`src/rtl/risc_pkg.sv`:
```
// Shared types and encodings for the Simple RISC Machine sequencer.
package risc_pkg;

    // Sequencer states, one micro-step per clock.
    typedef enum logic [2:0] {
        WAIT,
        DECODE,
        WRITE_IMM,
        GET_A,
        GET_B,
        ALU,
        WRITE_REG
    } state_t;

    // Instruction classes after opcode/op decode.
    typedef enum logic [2:0] {
        CLS_ILLEGAL,
        CLS_MOV_IMM,
        CLS_MOV_REG,
        CLS_ADD,
        CLS_CMP,
        CLS_AND,
        CLS_MVN
    } insn_class_t;

    // Opcode field IR[15:13].
    localparam logic [2:0] OPC_MOV = 3'b110;
    localparam logic [2:0] OPC_ALU = 3'b101;

    // Op field IR[12:11], interpreted per opcode.
    localparam logic [1:0] OP_MOV_IMM = 2'b10;
    localparam logic [1:0] OP_MOV_REG = 2'b00;
    localparam logic [1:0] OP_ADD     = 2'b00;
    localparam logic [1:0] OP_CMP     = 2'b01;
    localparam logic [1:0] OP_AND     = 2'b10;
    localparam logic [1:0] OP_MVN     = 2'b11;

    // ALU operation encodings driven on alu_op.
    localparam logic [1:0] ALU_ADD  = 2'b00;
    localparam logic [1:0] ALU_SUB  = 2'b01;
    localparam logic [1:0] ALU_AND  = 2'b10;
    localparam logic [1:0] ALU_NOTB = 2'b11;

    // Map an opcode/op pair onto its instruction class.
    function automatic insn_class_t classify(input logic [2:0] opcode, input logic [1:0] op);
        insn_class_t cls;
        cls = CLS_ILLEGAL;
        if (opcode == OPC_MOV) begin
            if (op == OP_MOV_IMM)      cls = CLS_MOV_IMM;
            else if (op == OP_MOV_REG) cls = CLS_MOV_REG;
        end else if (opcode == OPC_ALU) begin
            case (op)
                OP_ADD:  cls = CLS_ADD;
                OP_CMP:  cls = CLS_CMP;
                OP_AND:  cls = CLS_AND;
                default: cls = CLS_MVN;
            endcase
        end
        return cls;
    endfunction

endpackage

```
`src/rtl/insn_decoder.sv`:
```
// Combinational instruction decode: field extraction, class/legality, sximm8.
import risc_pkg::*;

module insn_decoder #(
    parameter int data_width = 16
) (
    input  logic [15:0]           i_ir,
    output logic [2:0]            o_rn,
    output logic [2:0]            o_rd,
    output logic [2:0]            o_rm,
    output logic [1:0]            o_sh,
    output insn_class_t           o_cls,
    output logic                  o_legal,
    output logic [data_width-1:0] o_sximm8
);

    assign o_rn     = i_ir[10:8];
    assign o_rd     = i_ir[7:5];
    assign o_sh     = i_ir[4:3];
    assign o_rm     = i_ir[2:0];
    assign o_cls    = classify(i_ir[15:13], i_ir[12:11]);
    assign o_legal  = (o_cls != CLS_ILLEGAL);
    assign o_sximm8 = {{(data_width-8){i_ir[7]}}, i_ir[7:0]};

endmodule

```
`src/rtl/regfile_ctrl_fsm.sv`:
```
// Instruction sequencer: latches one instruction and steps the regfile/datapath
// through it one micro-step per clock. Moore outputs from state + IR only.
import risc_pkg::*;

module regfile_ctrl_fsm #(
    parameter int data_width = 16
) (
    input  logic                  clk,
    input  logic                  reset,
    input  logic                  s,
    input  logic [15:0]           in,
    output logic                  w,
    output logic                  err,
    output logic [2:0]            writenum,
    output logic                  write,
    output logic [2:0]            readnum,
    output logic                  vsel,
    output logic                  loada,
    output logic                  loadb,
    output logic                  loadc,
    output logic                  loads,
    output logic                  asel,
    output logic [1:0]            shift,
    output logic [1:0]            alu_op,
    output logic [data_width-1:0] sximm8
);

    state_t      r_state;
    state_t      w_next_state;
    logic [15:0] r_ir;

    logic [2:0]  w_rn;
    logic [2:0]  w_rd;
    logic [2:0]  w_rm;
    logic [1:0]  w_sh;
    insn_class_t w_cls;
    logic        w_legal;

    insn_decoder #(
        .data_width(data_width)
    ) u_dec (
        .i_ir     (r_ir),
        .o_rn     (w_rn),
        .o_rd     (w_rd),
        .o_rm     (w_rm),
        .o_sh     (w_sh),
        .o_cls    (w_cls),
        .o_legal  (w_legal),
        .o_sximm8 (sximm8)
    );

    // State register; reset drops straight back to WAIT, abandoning any write.
    // NOTE: registers use non-blocking (<=) so every flop samples pre-edge values.
    always_ff @(posedge clk or posedge reset) begin
        if (reset) r_state <= WAIT;
        else       r_state <= w_next_state;
    end

    // Instruction register: captured only on a start in WAIT, held otherwise.
    // NOTE: IR is a single control register, so it is reset; it is not a memory array.
    always_ff @(posedge clk or posedge reset) begin
        if (reset)                    r_ir <= '0;
        else if (r_state == WAIT && s) r_ir <= in;
    end

    // Next-state selection from current state and decoded instruction class.
    // NOTE: assigning a default first keeps every path driven and avoids latches.
    always_comb begin
        w_next_state = r_state;
        case (r_state)
            WAIT:      if (s) w_next_state = DECODE;
            DECODE: begin
                case (w_cls)
                    CLS_MOV_IMM:                   w_next_state = WRITE_IMM;
                    CLS_MOV_REG, CLS_MVN:          w_next_state = GET_B;
                    CLS_ADD, CLS_CMP, CLS_AND:     w_next_state = GET_A;
                    default:                       w_next_state = WAIT;
                endcase
            end
            WRITE_IMM: w_next_state = WAIT;
            GET_A:     w_next_state = GET_B;
            GET_B:     w_next_state = ALU;
            ALU:       w_next_state = (w_cls == CLS_CMP) ? WAIT : WRITE_REG;
            WRITE_REG: w_next_state = WAIT;
            default:   w_next_state = WAIT;
        endcase
    end

    // Moore output decode; every strobe is idle unless its state asserts it.
    always_comb begin
        w        = 1'b0;
        err      = 1'b0;
        writenum = 3'd0;
        write    = 1'b0;
        readnum  = 3'd0;
        vsel     = 1'b0;
        loada    = 1'b0;
        loadb    = 1'b0;
        loadc    = 1'b0;
        loads    = 1'b0;
        asel     = 1'b0;
        shift    = 2'b00;
        alu_op   = ALU_ADD;
        case (r_state)
            WAIT:   w   = 1'b1;
            DECODE: err = ~w_legal;
            WRITE_IMM: begin
                write    = 1'b1;
                writenum = w_rn;
                vsel     = 1'b1;
            end
            GET_A: begin
                readnum = w_rn;
                loada   = 1'b1;
            end
            GET_B: begin
                readnum = w_rm;
                loadb   = 1'b1;
            end
            ALU: begin
                readnum = w_rm;
                shift   = w_sh;
                asel    = (w_cls == CLS_MOV_REG) || (w_cls == CLS_MVN);
                case (w_cls)
                    CLS_CMP: alu_op = ALU_SUB;
                    CLS_AND: alu_op = ALU_AND;
                    CLS_MVN: alu_op = ALU_NOTB;
                    default: alu_op = ALU_ADD;
                endcase
                if (w_cls == CLS_CMP) loads = 1'b1;
                else                  loadc = 1'b1;
            end
            WRITE_REG: begin
                write    = 1'b1;
                writenum = w_rd;
            end
            default: ;
        endcase
    end

endmodule

```
`config.mk`:
```
export PLATFORM = sky130hd
export DESIGN_NAME = regfile_ctrl_fsm
export DESIGN_NICKNAME = d
export VERILOG_FILES = /design/src/rtl/risc_pkg.sv /design/src/rtl/insn_decoder.sv /design/src/rtl/regfile_ctrl_fsm.sv
export SDC_FILE = /design/constraint.sdc
export NUM_CORES = 1
export LEC_CHECK = 0
export CAP_MARGIN = 10
export CORE_UTILIZATION = 43
export DETAILED_ROUTE_END_ITERATION = 10
export PLACE_DENSITY = 0.8
export SETUP_SLACK_MARGIN = 0.3
export SLEW_MARGIN = 20
export SYNTH_ARGS = -nofsm -noshare
export SYNTH_HDL_FRONTEND = slang
export SYNTH_HIERARCHICAL = 1
export SYNTH_SLANG_ARGS = --single-unit
```
`constraint.sdc`:
```
create_clock -name clk -period 2.3 [get_ports clk]
set_input_delay 0.345 -clock clk [delete_from_list [all_inputs] [get_ports clk]]
set_output_delay 0.345 -clock clk [all_outputs]
set_load 0.005 [all_outputs]
```
## Word-level counts from Yosys, hierarchy flattened

Index checks and enable logic that the tools add are counted.

| word-level totals | value |
|---|---|
| register bits after elaboration | 19 |
| latch bits | 0 |
| memory bits (writable) | 0 |
| memory bits (read-only) | 0 |
| input bits | 19 |
| output and inout port bits | 35 |
| logic and storage cells | 54 |
| memories kept | 0 |

| cells by class | value |
|---|---|
| add/subtract/negate cells | 0 |
| $mul | 0 |
| divide/modulo/power cells | 0 |
| $lt $le $gt $ge | 0 |
| equality and inequality tests | 17 |
| shifts and indexed selects | 0 |
| mux-type cells | 25 |
| bitwise operators | 1 |
| reduce and logical (&&, ||, !) cells | 9 |

Operator list:

| cell | number |
|---|---|
| $eq A3 B3 Y1 const B | 8 |
| $pmux W3 S3 | 2 |
| $mux W3 | 5 |
| $pmux W3 S5 | 1 |
| $eq A3 B2 Y1 const B | 4 |
| $pmux W3 S2 | 2 |
| $mux W1 | 11 |
| $eq A3 B1 Y1 const B | 2 |
| $mux W2 | 3 |
| $pmux W2 S3 | 1 |
| $reduce_or A2 Y1 | 3 |
| $logic_not A3 Y1 | 1 |
| $reduce_bool A3 Y1 | 1 |
| $reduce_or A3 Y1 | 1 |
| $eq A2 B1 Y1 const B | 1 |
| $eq A2 B2 Y1 const B | 1 |
| $logic_not A2 Y1 | 1 |
| $ne A2 B2 Y1 const B | 1 |
| $logic_and A1 B1 Y1 | 1 |
| $logic_or A1 B1 Y1 | 1 |
| $not A1 Y1 | 1 |

## Longest topological paths before layout

Gate-level depths: netlist of the first run.

| logic depth | value |
|---|---|
| word-level depth | 8 |
| depth in mapped cells | 8 |
| gate-level depth less buffers | 8 |

## Hierarchy

Netlist of the first run, hierarchy kept.

Modules (own cells, without submodules):

| module | instances | cells each | area each (µm²) | sequential area each (µm²) |
|---|---|---|---|---|
| regfile_ctrl_fsm | 1 | 90 | 1022.2 | 475.5 |
| insn_decoder | 1 | 45 | 327.8 | 0.0 |

## Least setup slack after synthesis of the first run

No wires, ideal clock.

| path | value |
|---|---|
| path kind | register to output |
| from | reg r_ir[11] |
| to | out loads |
| arrival time | 1.526 ns |
| required time | 1.955 ns |
| slack | 0.429 ns |
| stages on the path, launching flop included | 6 |
| path buffers | 0 |
| path through | dfrtp_1 -> inv_1 -> ha_1 -> nor3b_1 -> nor3b_1 -> and2_1 |

| on the way | value |
|---|---|
| word-level cells in the longest chain between the ends | 7 |
| elaborated cells between the ends (all ways) | 11 |
| classes of those cells | eq/ne: 3; mux: 7; reduce/logical: 1 |

Ends and longest elaborated chain:

| item | RTL line | RTL |
|---|---|---|
| start: declaration | regfile_ctrl_fsm.sv:30 | `logic [15:0] r_ir;` |
| start signal: assignment | regfile_ctrl_fsm.sv:63 | `else if (r_state == WAIT && s) r_ir <= in;` |
| $eq A2 B2 Y1 (tied with other cells) | risc_pkg.sv:52 | `case (op)` |
| $pmux W3 S3 (*) | risc_pkg.sv:52 |  |
| $mux W3 (*) | risc_pkg.sv:51 | `end else if (opcode == OPC_ALU) begin` |
| $mux W3 (*) | risc_pkg.sv:48 | `if (opcode == OPC_MOV) begin` |
| via w_cls[2] | regfile_ctrl_fsm.sv:36 | `insn_class_t w_cls;` |
| $eq A3 B3 Y1 (*) | regfile_ctrl_fsm.sv:130 | `if (w_cls == CLS_CMP) loads = 1'b1;` |
| $mux W1 (*) | regfile_ctrl_fsm.sv:130 |  |
| $mux W1 (*) | regfile_ctrl_fsm.sv:104 | `case (r_state)` |
| end: declaration | regfile_ctrl_fsm.sv:21 | `output logic loads,` |

The timed path passes the listed nets; every way through them passes the cells marked *.

## Worst setup path in the final report of the first run

| path | value |
|---|---|
| from | reg r_ir[12] |
| to | out loads |

| on the way | value |
|---|---|
| word-level cells in the longest chain between the ends | 7 |
| elaborated cells between the ends (all ways) | 11 |
| classes of those cells | eq/ne: 3; mux: 7; reduce/logical: 1 |

Ends and longest elaborated chain:

| item | RTL line |
|---|---|
| $eq A2 B2 Y1 (tied with other cells) | risc_pkg.sv:49, risc_pkg.sv:52 |
| $pmux W3 S3 | risc_pkg.sv:52 |
| $mux W3 | risc_pkg.sv:51 |
| $mux W3 (*) | risc_pkg.sv:48 |
| via w_cls[0] | regfile_ctrl_fsm.sv:36 |
| $eq A3 B3 Y1 (*) | regfile_ctrl_fsm.sv:130 |
| $mux W1 (*) | regfile_ctrl_fsm.sv:130 |
| $mux W1 (*) | regfile_ctrl_fsm.sv:104 |

Marked as above.

==> summary.txt, run 1 <==
Run status
  • Outcome: finished, violations left
  • Failing checks: DRC

Worst setup path
  • Crit path capture: loads
  • R2R Setup Slk: 0.36 ns
  • R2R Path End: r_state[2]
  • Kind of critical path: register to output port
  • WP data required: 1.96 ns
  • Data arrival, critical path: 1.95 ns
  • FF-to-FF path depth: 11
  • Worst Setup SP: r_ir[12]
  • RR Startpoint: r_ir[12]
  • Max Fanout on Critical Path: 3
  • CP startpoint kind: register
  • Nature of the critical path endpoint: output port

STA
  • RSZ-0062 raised after global routing: yes
  • Worst-Margin Slew: 0.7320 ns
  • Min cycle time layout: 2.294 ns
  • FMAX: 436.0 MHz
  • Final period util: 99.72%
  • Final Hold Violating Endpoints: 0
  • Slew Viols, Final: 0
  • WHS: 0.4475 ns
  • Fin worst setup slack: 0.006372 ns
  • Clock Skews: 0.006760 ns
  • Relative slew slack: 51.14%
  • Final setup TNS: 0 ns
  • Final setup fails: 0

Global route
  • Met3 Track Usage GR: 4.241%
  • Grt peak-use layer: met2
  • Largest net degree at the start of global routing: 20
  • Grt total ovfl: 0
  • Grt met2 use: 39.08%
  • GRT Util Overall: 21.61%
  • Met1 Usage GRT: 24.68%
  • Initial antenna violation count: 0
  • Global-route wire length before repair: 5457 µm
  • Vias in the first global route: 1141

Clocking
  • CTS tree: built
  • CTS Hold Bufs: 0
  • Insertion delay to the later sink of the worst-skew pair: 0.31 ns
  • H-tree levels: 1
  • Sink Count: 19
  • Clk root buf: clkbuf_4
  • Inserted Clock Buffers: 3
  • Clk pin slew, worst setup/hold paths: 0.12 ns
  • Clock Path Buffers: 2

Yosys
  • Combinational family with the most area after synthesis: buffers and inverters
  • Library cells used by synthesis: 31
  • Ys Warns: 6
  • Compound-Gate Fraction of Synth Area: 8.526%
  • Synth Flop Type: dfrtp_1
  • Post-Synth XOR/XNOR Area: 0.6487%
  • Synth Area in Simple Gates: 16.59%
  • Synth area leaders: dfrtp_1 (35%), buf_4 (15%), mux2_4 (11%), mux2_2 (5.0%), nand2_1 (3.9%)
  • Synth Instances: 135
  • Area leader, netlist: dfrtp_1
  • Post-Synth Adder-Cell Area: 2.780%
  • Synth top area share: 35.22%
  • #FFs+latches synth: 19
  • Mux contribution to synthesized area: 16.13%
  • Sequential share of the synthesized area: 35.22%
  • Synthesized Nets: 157
  • Mapped Area: 1350 µm²
  • Asr flop ratio synth: 100.0%
  • Post-synth EDFFs: 0
  • Synth Area per Inst: 10.00 µm²

Route
  • Post-route antenna net violation count: 0
  • Via Count: 1143
  • Initial DRC count: 33
  • Wire per inst: 15.77 µm
  • Initial DRT Pass Iterations: 9
  • WL final: 3454 µm
  • Via density per instance: 5.219
  • DR DRC count: 3

Power and ir drop
  • Maximum vdd drop: 0.8671 mV
  • Tot Pwr: 2.802 mW
  • Leak: 0.9694 nW
  • Power per cell area: 1394 nW/µm²

Layout
  • Fin nets: 211
  • Fin area: 2009 µm²
  • Antenna diodes: 0
  • Fin util: 70.44%
  • Fraction of layout cells with a size suffix above 1: 43.62%
  • Most frequent cells in the layout: clkdlybuf4s50_1 (36), buf_4 (22), dfrtp_1 (17)
  • Final non-filler cell total: 219
  • Multi-input logic area: 725.7 µm²
  • # fillers: 191
  • Area growth syn-to-layout: 48.84%
  • FF+latch area: 478.0 µm²
  • Commonest non-fill, non-tap cell in the layout: clkdlybuf4s50_1

Place
  • DP Worst Slack: -0.05622 ns
  • Port Buf Inserts: 53
  • Final RePlAce weighted congestion: 0.9447
  • Detailed placement HPWL: 2123 µm
  • Placed cell area: 1730 µm²
  • Placed Cells: 196

Min path
  • Worst Hold Class: input port to asynchronous set/reset pin

Floorplanning
  • I/O Pins: 54
  • Die W: 58.03 µm
  • Row Count: 19
  • Starting Density: 47.32%
  • Die footprint: 3367 µm²
  • Die Height: 58.03 µm
  • Core footprint: 2853 µm²

Run
  • Max cap viols: 0
[flip-flops by register name, summed over array words and instances (netlist names)]
name,cells
r_ir,16
r_state,3
[Yosys cell counts, drive strengths merged, types with 2 or more instances]
| library cell | number |
|---|---|
| dfrtp | 19 |
| buf | 30 |
| nand2 | 14 |
| o21ai | 6 |
| inv | 6 |
| mux2 | 16 |
| nor3 | 4 |
| a21oi | 5 |
| nor2 | 5 |
| nor3b | 2 |
| ha | 3 |
| o21a | 2 |
| and3 | 2 |
| nand2b | 3 |
| o22ai | 2 |
| and2 | 7 |
[worst min-delay path by stage]
stage,start,endpoint,slack (ns),depth (start not counted)
6_report,reset,r_ir[8],0.45,2
4_1_cts,reset,r_ir[8],0.47,2
5_1_grt,reset,r_ir[6],0.52,2
3_3_place_gp,r_ir[11],r_ir[11],0.49,1
3_5_place_dp,r_ir[9],r_ir[9],0.50,1
2_1_floorplan,reset,r_ir[0],0.30,1
[power by group]
group	switching (mW)	internal (mW)	leakage [nW]
sequential	0.200	0.509	0.224
combinational	0.740	1.17	0.731
clock	0.113	0.0663	0.0139
total	1.05	1.75	0.969
[routing by layer]
layer	share of wire [%]	up-vias
met1	40	549
met5	0	-
met4	3.8	0
met2	51	49
met3	4.9	16
li1	-	529
[repair_timing]
action                     in CTS  in global routing
setup endpoints to repair      16                 15
pin swaps                      16                 12
setup buffers                  12                  7
gates resized for setup        63                 15
[cells by family (layout without fill, tap and decap cells)]
kind of cell / after synthesis / after routing
DFF: 19 / 19
AOI/OAI and AO/OA: 19 / 19
xor gates and xnor gates: 1 / 1
muxes: 16 / 16
adders and majority gates: 3 / 3
buffers and inverters: 37 / 90
and+or+nand+nor: 40 / 40
[area by class of cell]
type | count | share of cell area [%]
sequential | 19 | 23.79
timing repair buffer | 80 | 35.43
inverter | 6 | 1.245
clock inverter | 1 | 0.3736
clock buffer | 3 | 1.121
multi-input combinational | 79 | 36.11
tap | 31 | 1.930
[worst max-delay path, stage by stage, from the launching register on]
cell and delay [ns]:
dfrtp_2 0.44, inv_4 0.06, ha_4 0.16, nor2_4 0.11
o22ai_1 0.08, and2_4 0.16, buf_6 0.11, nor3b_4 0.25
and2_1 0.17, buf_2 0.11
No activity file was read; power rests on OpenSTA's default activity.
==> run 2, diff against run 1 <==
--- a/config.mk
+++ b/config.mk
@@ -9,6 +9,7 @@
 export CORE_UTILIZATION = 43
 export DETAILED_ROUTE_END_ITERATION = 10
 export PLACE_DENSITY = 0.8
+export REMOVE_ABC_BUFFERS = 1
 export SETUP_SLACK_MARGIN = 0.3
 export SLEW_MARGIN = 20
 export SYNTH_ARGS = -nofsm -noshare
==> summary.txt, run 2 (synthesis gave the netlist of run 1 again) <==
Run status
  • Outcome: finished, violations left
  • Failing checks: DRC, setup timing

Global route
  • Largest net degree at the start of global routing: 20
  • Initial antenna violation count: 0
  • Grt total ovfl: 0
  • Vias in the first global route: 1215
  • GRT Util Overall: 22.44%
  • Global-route wire length before repair: 5499 µm

STA
  • Final Hold Violating Endpoints: 0
  • Final setup fails: 4
  • FMAX: 425.6 MHz
  • Slew Viols, Final: 0
  • RSZ-0062 raised after global routing: yes
  • Relative slew slack: 49.23%
  • Final period util: 102.2%
  • Worst-Margin Slew: 0.7608 ns
  • Fin worst setup slack: -0.04954 ns
  • Clock Skews: 0.003855 ns
  • Final setup TNS: -0.1748 ns
  • Min cycle time layout: 2.350 ns

Clocking
  • Clock Path Buffers: 2
  • Sink Count: 19
  • Clk root buf: clkbuf_4
  • Inserted Clock Buffers: 3
  • Clk pin slew, worst setup/hold paths: 0.12 ns
  • H-tree levels: 1
  • Insertion delay to the later sink of the worst-skew pair: 0.33 ns
  • CTS tree: built

Power and ir drop
  • Sw Ratio: 38.73%
  • Clock power frac: 7.0%
  • Comb pwr share: 67.2%
  • Maximum vdd drop: 0.7328 mV
  • Int Power: 1.706 mW
  • Tot Pwr: 2.784 mW
  • Register share of total power: 25.9%
  • Leak: 0.9241 nW
  • Sw power: 1.078 mW
  • Power per cell area: 1401 nW/µm²

Route
  • Via density per instance: 5.205
  • Wire per inst: 16.76 µm
  • Initial DRC count: 32
  • WL final: 3604 µm
  • Post-route antenna net violation count: 0
  • Initial DRT Pass Iterations: 7
  • Via Count: 1119
  • DR DRC count: 5

Layout
  • FF+latch area: 480.5 µm²
  • Antenna diodes: 0
  • Max reg flops: 16
  • # fillers: 213
  • Fraction of layout cells with a size suffix above 1: 44.02%
  • Area growth syn-to-layout: 47.17%
  • Multi-input logic area: 739.5 µm²
  • Biggest register: r_ir
  • Most frequent cells in the layout: clkdlybuf4s50_1 (36), buf_4 (20), dfrtp_1 (15)
  • Top Registers: r_ir (16), r_state (3)
  • Fin nets: 207
  • Commonest non-fill, non-tap cell in the layout: clkdlybuf4s50_1

Place
  • Final RePlAce weighted congestion: 0.8272
  • Detailed placement HPWL: 2102 µm
  • Port Buf Inserts: 53
  • DP Worst Slack: -0.04273 ns

Worst setup path
  • R2R Path End: r_state[2]
  • Kind of critical path: register to output port
  • FF-to-FF path depth: 12
  • WP data required: 1.96 ns
  • RR Startpoint: r_ir[11]
  • Data arrival, critical path: 2.00 ns
  • CP startpoint kind: register
  • R2R Setup Slk: 0.34 ns
  • Nature of the critical path endpoint: output port
  • Max Fanout on Critical Path: 4

Floorplanning
  • Die W: 58.03 µm
  • Core footprint: 2853 µm²
  • Die Height: 58.03 µm
  • I/O Pins: 54
  • Starting Density: 47.32%
  • Die footprint: 3367 µm²
  • Row Count: 19

Min path
  • Worst Hold Class: input port to asynchronous set/reset pin

Run
  • Max cap viols: 0
## run 2: power groups by stage
stage / Combinational (mW) / Clock [mW] / Sequential (mW)
floorplan: 0.696 / 0 / 0.699
global placement: 1.35 / 0 / 0.702
detailed placement: 1.39 / 0 / 0.716
CTS: 1.73 / 0.193 / 0.707
global route: 1.98 / 0.205 / 0.745
finish: 1.87 / 0.194 / 0.720
## run 2: stage by stage
| step | cells | cell area [µm²] | hold WS, ns | util (%) |
|---|---|---|---|---|
| after floorplan | 104 | 1101 | 0.2961 | - |
| after global placement | 193 | 1708 | 0.4918 | 59.87 |
| after detailed placement | 193 | 1708 | 0.4993 | 59.87 |
| after CTS | 212 | 1939 | 0.4704 | 67.98 |
| after global routing | 215 | 1987 | 0.5286 | 69.65 |
| final | 215 | 1987 | 0.4393 | 69.65 |
## run 2: critical path, cell delays in order (launching register included)
cell and delay, ns:
dfrtp_1 0.42, inv_2 0.13, ha_4 0.18, nand2_2 0.06, o22ai_2 0.16, and2_4 0.19
buf_6 0.11, xor2_1 0.14, and3_1 0.18, buf_2 0.11
## run 2: layout make-up
| cell class | instances | area share (%) |
|---|---|---|
| multi-input cells | 79 | 37.22 |
| flip-flops and latches | 19 | 24.18 |
| well taps | 31 | 1.952 |
| clock inverters | 1 | 0.3778 |
| repair buffers | 76 | 33.75 |
| inverters | 6 | 1.385 |
| clock buffers | 3 | 1.133 |
## run 2: worst max-delay path by stage
stage | start | end | depth (start not counted)
after floorplan | r_ir[11] | loads | 5
after global placement | r_ir[12] | loadc | 9
after detailed placement | r_ir[12] | asel | 9
after CTS | r_ir[12] | loadc | 10
after global routing | r_ir[11] | alu_op[1] | 9
final | r_ir[11] | alu_op[1] | 9
## run 2: repair_timing
item,CTS,global route
gates cloned,0,0
resized for setup,66,13
buffers inserted,15,3
pin swaps,10,8
hold buffers,0,0
endpoints found under the setup margin,19,8
## run 2: layer usage
layer	vias to the layer above	track usage [%]	wire length, µm
met5	-	0	0
met3	18	6.920	292
li1	520	-	-
met1	520	22.19	1320
met4	0	14.29	162
met2	61	40.39	1828
==> RTL change 1: new RTL, settings of run 1 <==
`data_width` is set to 16 in 2 places; all go to 24.
--- a/src/rtl/insn_decoder.sv
+++ b/src/rtl/insn_decoder.sv
@@ -2,7 +2,7 @@
 import risc_pkg::*;
 
 module insn_decoder #(
-    parameter int data_width = 16
+    parameter int data_width = 24
 ) (
     input  logic [15:0]           i_ir,
     output logic [2:0]            o_rn,
--- a/src/rtl/regfile_ctrl_fsm.sv
+++ b/src/rtl/regfile_ctrl_fsm.sv
@@ -3,7 +3,7 @@
 import risc_pkg::*;
 
 module regfile_ctrl_fsm #(
-    parameter int data_width = 16
+    parameter int data_width = 24
 ) (
     input  logic                  clk,
     input  logic                  reset,
Ports: changed (resized sximm8); port bits go from 54 to 62. No check against the original RTL was run, so the function may have changed too.
==> RTL change 1 against run 1 <==
Cell area shrank 0.31%; sequential cell count stayed put; largest cell class unchanged; worst setup slack gained 0.034 ns; worst hold slack improved by 0.0082 ns; wire length decreased by 9.8%; register-to-register slack improved by 0.18 ns; clock power fell by 8%; total power decreased by 1.6%; sequential power down 2%; sequential share of layout area hardly changed; synthesized area increased by 4.4%; count of clock-buffer cells in the layout unchanged.
==> RTL change 1: results (changes against run 1) <==
run_status:
  status: "finished clean"
clock_network:
  path_clk_slew_ns: 0.11
  clkLatencyLatePin_ns: 0.29  # -0.02 ns
  h-tree-depth: 1  # unchanged
  numCtsBuffers: 3  # unchanged
  cts_buffer_depth: 2  # unchanged
  root_buffer: "clkbuf_4"
grt:
  gr-usage-all-layers_pct: 18.5  # -3.2 points
  grt_pass1_wl_mm: 4.75  # -13%
  grt_pass1_vias: 1090  # -4.5%
  antenna_found_initial: 0  # unchanged
  grt_max_degree: 20  # unchanged
setup_path:
  arrival_ns: 1.91  # -0.04 ns
  slowest_delay_ns: 0.44  # about the same
  cp_max_fo: 4  # +1
  crit_family: "simple AND/OR/NAND/NOR gates"
  reg2reg_depth: 9  # -2
  rr_endpoint: "r_state[2]"
  slowest_stage: "dfrtp_1"
  startpoint: "r_ir[12]"
  rrSetupSlack_ns: 0.54  # +0.18 ns
sta:
  tns_ns: 0  # unchanged
  finalClockSkew_ns: 0.00626  # -0.000502 ns
  drv_slew: 0  # unchanged
  tightestPinTransition_ns: 0.707  # -0.0253 ns
detailed_routing:
  wl_per_cell_um: 13.8  # -13%
  num_vias: 1085  # -5.1%
  firstDrtPassIters: 6  # -3
  drt_iter0_markers: 18  # -45%
yosys:
  ys_types: 31  # unchanged
  yosys_warnings: 6  # unchanged
  synthTopCellsByCount: "buf_4, dfrtp_1, nand2_1"
  async_flop_share_pct: 100  # unchanged
  synth_ff_type: "dfrtp_1"
  yosysMostFrequentCell: "buf_4"
  ys_top_cells_by_area: "dfrtp_1, buf_4, mux2_4"
  synth_top_area_share_pct: 33.7  # -1.5 points
  ys_seq_area_share_pct: 33.7  # -1.5 points
  synth_nets: 165  # +5.1%
power_and_ir_drop:
  power.density_mw_per_mm2: 1380  # -1.2%
  leakagePower_nw: 0.964  # -0.52%
  peakVddDrop_mv: 0.651  # -25%
  powerComb_mw: 1.90
  p_int_mw: 1.74  # -0.60%
  seq_power_share_pct: 25.2  # about the same
placed_design:
  dp_hpwl_mm: 2.24  # +5.7%
  place_area_mm2: 0.00181  # +4.7%
  io_buffers: 61  # +15%
  place_ws_ns: -0.133  # -0.0769 ns
  gp_congestion: 0.766  # -19%
min_path:
  hp-class: "primary input to asynchronous set/reset pin"
finish:
  num-fill-cells: 247  # +29%
  final_nets: 205  # -2.8%
  reg_top3: "r_ir (16), r_state (3)"
  diodes: 0  # unchanged
  drive_gt1_share_pct: 35.7  # -7.9 points
## RTL change 1: worst max path at each step
stage	endpoint	slack, ns	cells after the start
6_report	alu_op[1]	0.04	9
5_1_grt	alu_op[1]	-0.03	9
4_1_cts	alu_op[1]	0.05	9
3_5_place_dp	loads	-0.13	8
3_3_place_gp	loads	0.02	8
2_1_floorplan	loads	0.43	5
## RTL change 1: per-stage QoR
stage	instances	hold slack, ns	util [%]
after floorplan	143	0.296	-
after global placement	215	0.493	58.9
after detailed placement	215	0.500	58.9
after CTS	223	0.480	63.6
after global routing	226	0.522	65.1
final	226	0.456	65.1
## RTL change 1: layer usage
layer / vias to the layer above / track usage (%) / wire length, um
li1: 519 / - / -
met1: 512 / 20.2 / 1240
met2: 46 / 33.7 / 1590
met3: 8 / 3.06 / 203
met4: 0 / 9.86 / 80
met5: - / 0 / 0
## RTL change 1: area by class of cell
cell class / instances / area share, %
multi-input combinational: 79 / 36.4
timing repair buffer: 74 / 34.5
sequential: 19 / 23.8
tap: 44 / 2.75
clock buffer: 3 / 1.12
inverter: 6 / 1.12
clock inverter: 1 / 0.250
## RTL change 1: repair_timing
action                     CTS  global route
pin swaps                   11            12
hold endpoints to repair     0             0
hold buffers                 0             0
setup buffers                4             3
setup endpoints to repair   16            10
resized for setup           59            11
## RTL change 1: logic make-up (layout without fill, tap and decap cells)
group | after synthesis | in the layout | synth area share [%]
AND/OR/NAND/NOR | 40 | 40 | 15.9
multiplexers | 16 | 16 | 15.4
AO/OA/AOI/OAI | 19 | 19 | 8.16
buffers and inverters | 45 | 84 | 23.5
adder cells (fa/ha/maj) | 3 | 3 | 2.66
flip-flops | 19 | 19 | 33.7
XOR/XNOR | 1 | 1 | 0.621
==> RTL change 2: new RTL, config.mk and constraints of run 1 <==
Made on the original files. Put a register stage on the output `readnum`, cleared by the reset. The value now appears one clock later. The other outputs are not delayed to match.
--- a/src/rtl/regfile_ctrl_fsm.sv
+++ b/src/rtl/regfile_ctrl_fsm.sv
@@ -24,6 +24,8 @@
     output logic [1:0]            alu_op,
     output logic [data_width-1:0] sximm8
 );
+
+    logic [2:0] readnum_d;
 
     state_t      r_state;
     state_t      w_next_state;
@@ -92,7 +94,7 @@
         err      = 1'b0;
         writenum = 3'd0;
         write    = 1'b0;
-        readnum  = 3'd0;
+        readnum_d = 3'd0;
         vsel     = 1'b0;
         loada    = 1'b0;
         loadb    = 1'b0;
@@ -110,15 +112,15 @@
                 vsel     = 1'b1;
             end
             GET_A: begin
-                readnum = w_rn;
+                readnum_d = w_rn;
                 loada   = 1'b1;
             end
             GET_B: begin
-                readnum = w_rm;
+                readnum_d = w_rm;
                 loadb   = 1'b1;
             end
             ALU: begin
-                readnum = w_rm;
+                readnum_d = w_rm;
                 shift   = w_sh;
                 asel    = (w_cls == CLS_MOV_REG) || (w_cls == CLS_MVN);
                 case (w_cls)
@@ -138,5 +140,13 @@
         endcase
     end
 
+    always_ff @(posedge clk or posedge reset) begin
+        if (reset) begin
+            readnum <= '0;
+        end else begin
+            readnum <= readnum_d;
+        end
+    end
+
 endmodule
 
Function: changed (Yosys sat finds a counterexample within 4 cycles, from zero or initial values and one cycle with reset high).
==> RTL change 2 against run 1 <==
Wire length down 2.9%; via count down 1.3%; first-iteration DRC count down 24%; critical path depth up 1; worst setup slack better by 0.065 ns; clock skew up 0.0035 ns; total power up 0.33%; sequential cell count up 3; cell area up 5.1%; clock power up 21%; synthesized area up 7.8%; critical endpoint is now alu_op[1]; largest cell class unchanged; highest routed layer unchanged.
==> RTL change 2: results (changes against run 1) <==
run_status:
  status: "finished clean"
power_and_ir_drop:
  peakVddDrop_mv: 0.733  # -15%
  leakagePower_nw: 1.01  # +4.2%
detailed_routing:
  drt_iter0_markers: 25  # -24%
  wl_met3_um: 181  # +7.7%
  num_vias: 1128  # -1.3%
  drt_wl_total_mm: 3.36  # -2.9%
  firstDrtPassIters: 5  # -4
  met1_length_mm: 1.30  # -7.0%
  post_drt_via_cell_ratio: 4.93  # -5.6%
finish:
  sh_seq_area_pct: 26.2  # +2.5 points
  multi_input_area_share_pct: 34.9  # -1.2 points
  num-clock-buffers: 4  # +1
  buffers: 77  # -3.8%
  drive_gt1_share_pct: 40.5  # -3.1 points
  clkCellAreaFrac_pct: 1.72  # +0.22 points
  multi_input_comb_cells: 77  # -2.5%
  reg_top3: "r_ir (16), r_state (3), readnum (3)"
yosys:
  synthTopCellsByCount: "buf_4, dfrtp_1, nor2_1"
  avgSynthCellArea_um2: 10.5  # +5.4%
  yosys_register_bits: 22  # +3
  ys_types: 34  # +9.7%
  synth_nets: 160  # +1.9%
  ys_top_cells_by_area: "dfrtp_1, buf_4, mux2_4"
grt:
  grt_use_met1_pct: 20.9  # -3.8 points
  gr-usage-all-layers_pct: 18.7  # -2.9 points
  grt_pass1_wl_mm: 4.93  # -9.6%
  grt_max_degree: 23  # +15%
  gr-usage-met3_pct: 3.68  # -0.56 points
placed_design:
  dp_cells: 204  # +4.1%
  place_ws_ns: -0.0323  # +0.0239 ns
  dp_hpwl_mm: 2.11  # -0.60%
  place_area_mm2: 0.00179  # +3.5%
clock_network:
  cts_resized: 58  # -7.9%
  cts_setup_buffers: 15  # +3
setup_path:
  slowest_stage: "dfrtp_1"
  reg2reg_depth: 13  # +2
  startpoint: "r_ir[11]"
  rrSetupSlack_ns: 0.21  # -0.15 ns
sta:
  finalCritPeriodShare_pct: 96.9  # -2.8 points
  max_slew_margin_pct: 42.3  # -8.9 points
  finalClockSkew_ns: 0.0102  # +0.00347 ns
RTL change 2: through the flow:
| stage | power (mW) | hold WS, ns |
|---|---|---|
| 2_1_floorplan | 1.84 | 0.334 |
| 3_3_place_gp | 2.01 | 0.490 |
| 3_5_place_dp | 2.08 | 0.496 |
| 4_1_cts | 2.63 | 0.515 |
| 5_1_grt | 2.99 | 0.543 |
| 6_report | 2.81 | 0.494 |
RTL change 2: report_power, final:
group | switching, mW | total [mW] | leakage (nW) | internal [mW]
Combinational | 0.684 | 1.82 | 0.725 | 1.14
Sequential | 0.199 | 0.771 | 0.264 | 0.572
Clock | 0.120 | 0.217 | 0.0210 | 0.0966
RTL change 2: logic make-up (layout without fill, tap and decap cells):
family                     Yosys count  after routing  synth area share (%)
adders and majority gates            3              3                  2.58
AOI/OAI and AO/OA                   15             15                  6.88
DFF                                 22             22                  37.8
muxes                               20             20                  17.7
and+or+nand+nor                     38             38                  14.4
xor gates and xnor gates             1              1                 0.602
buffers and inverters               39             86                  20.0
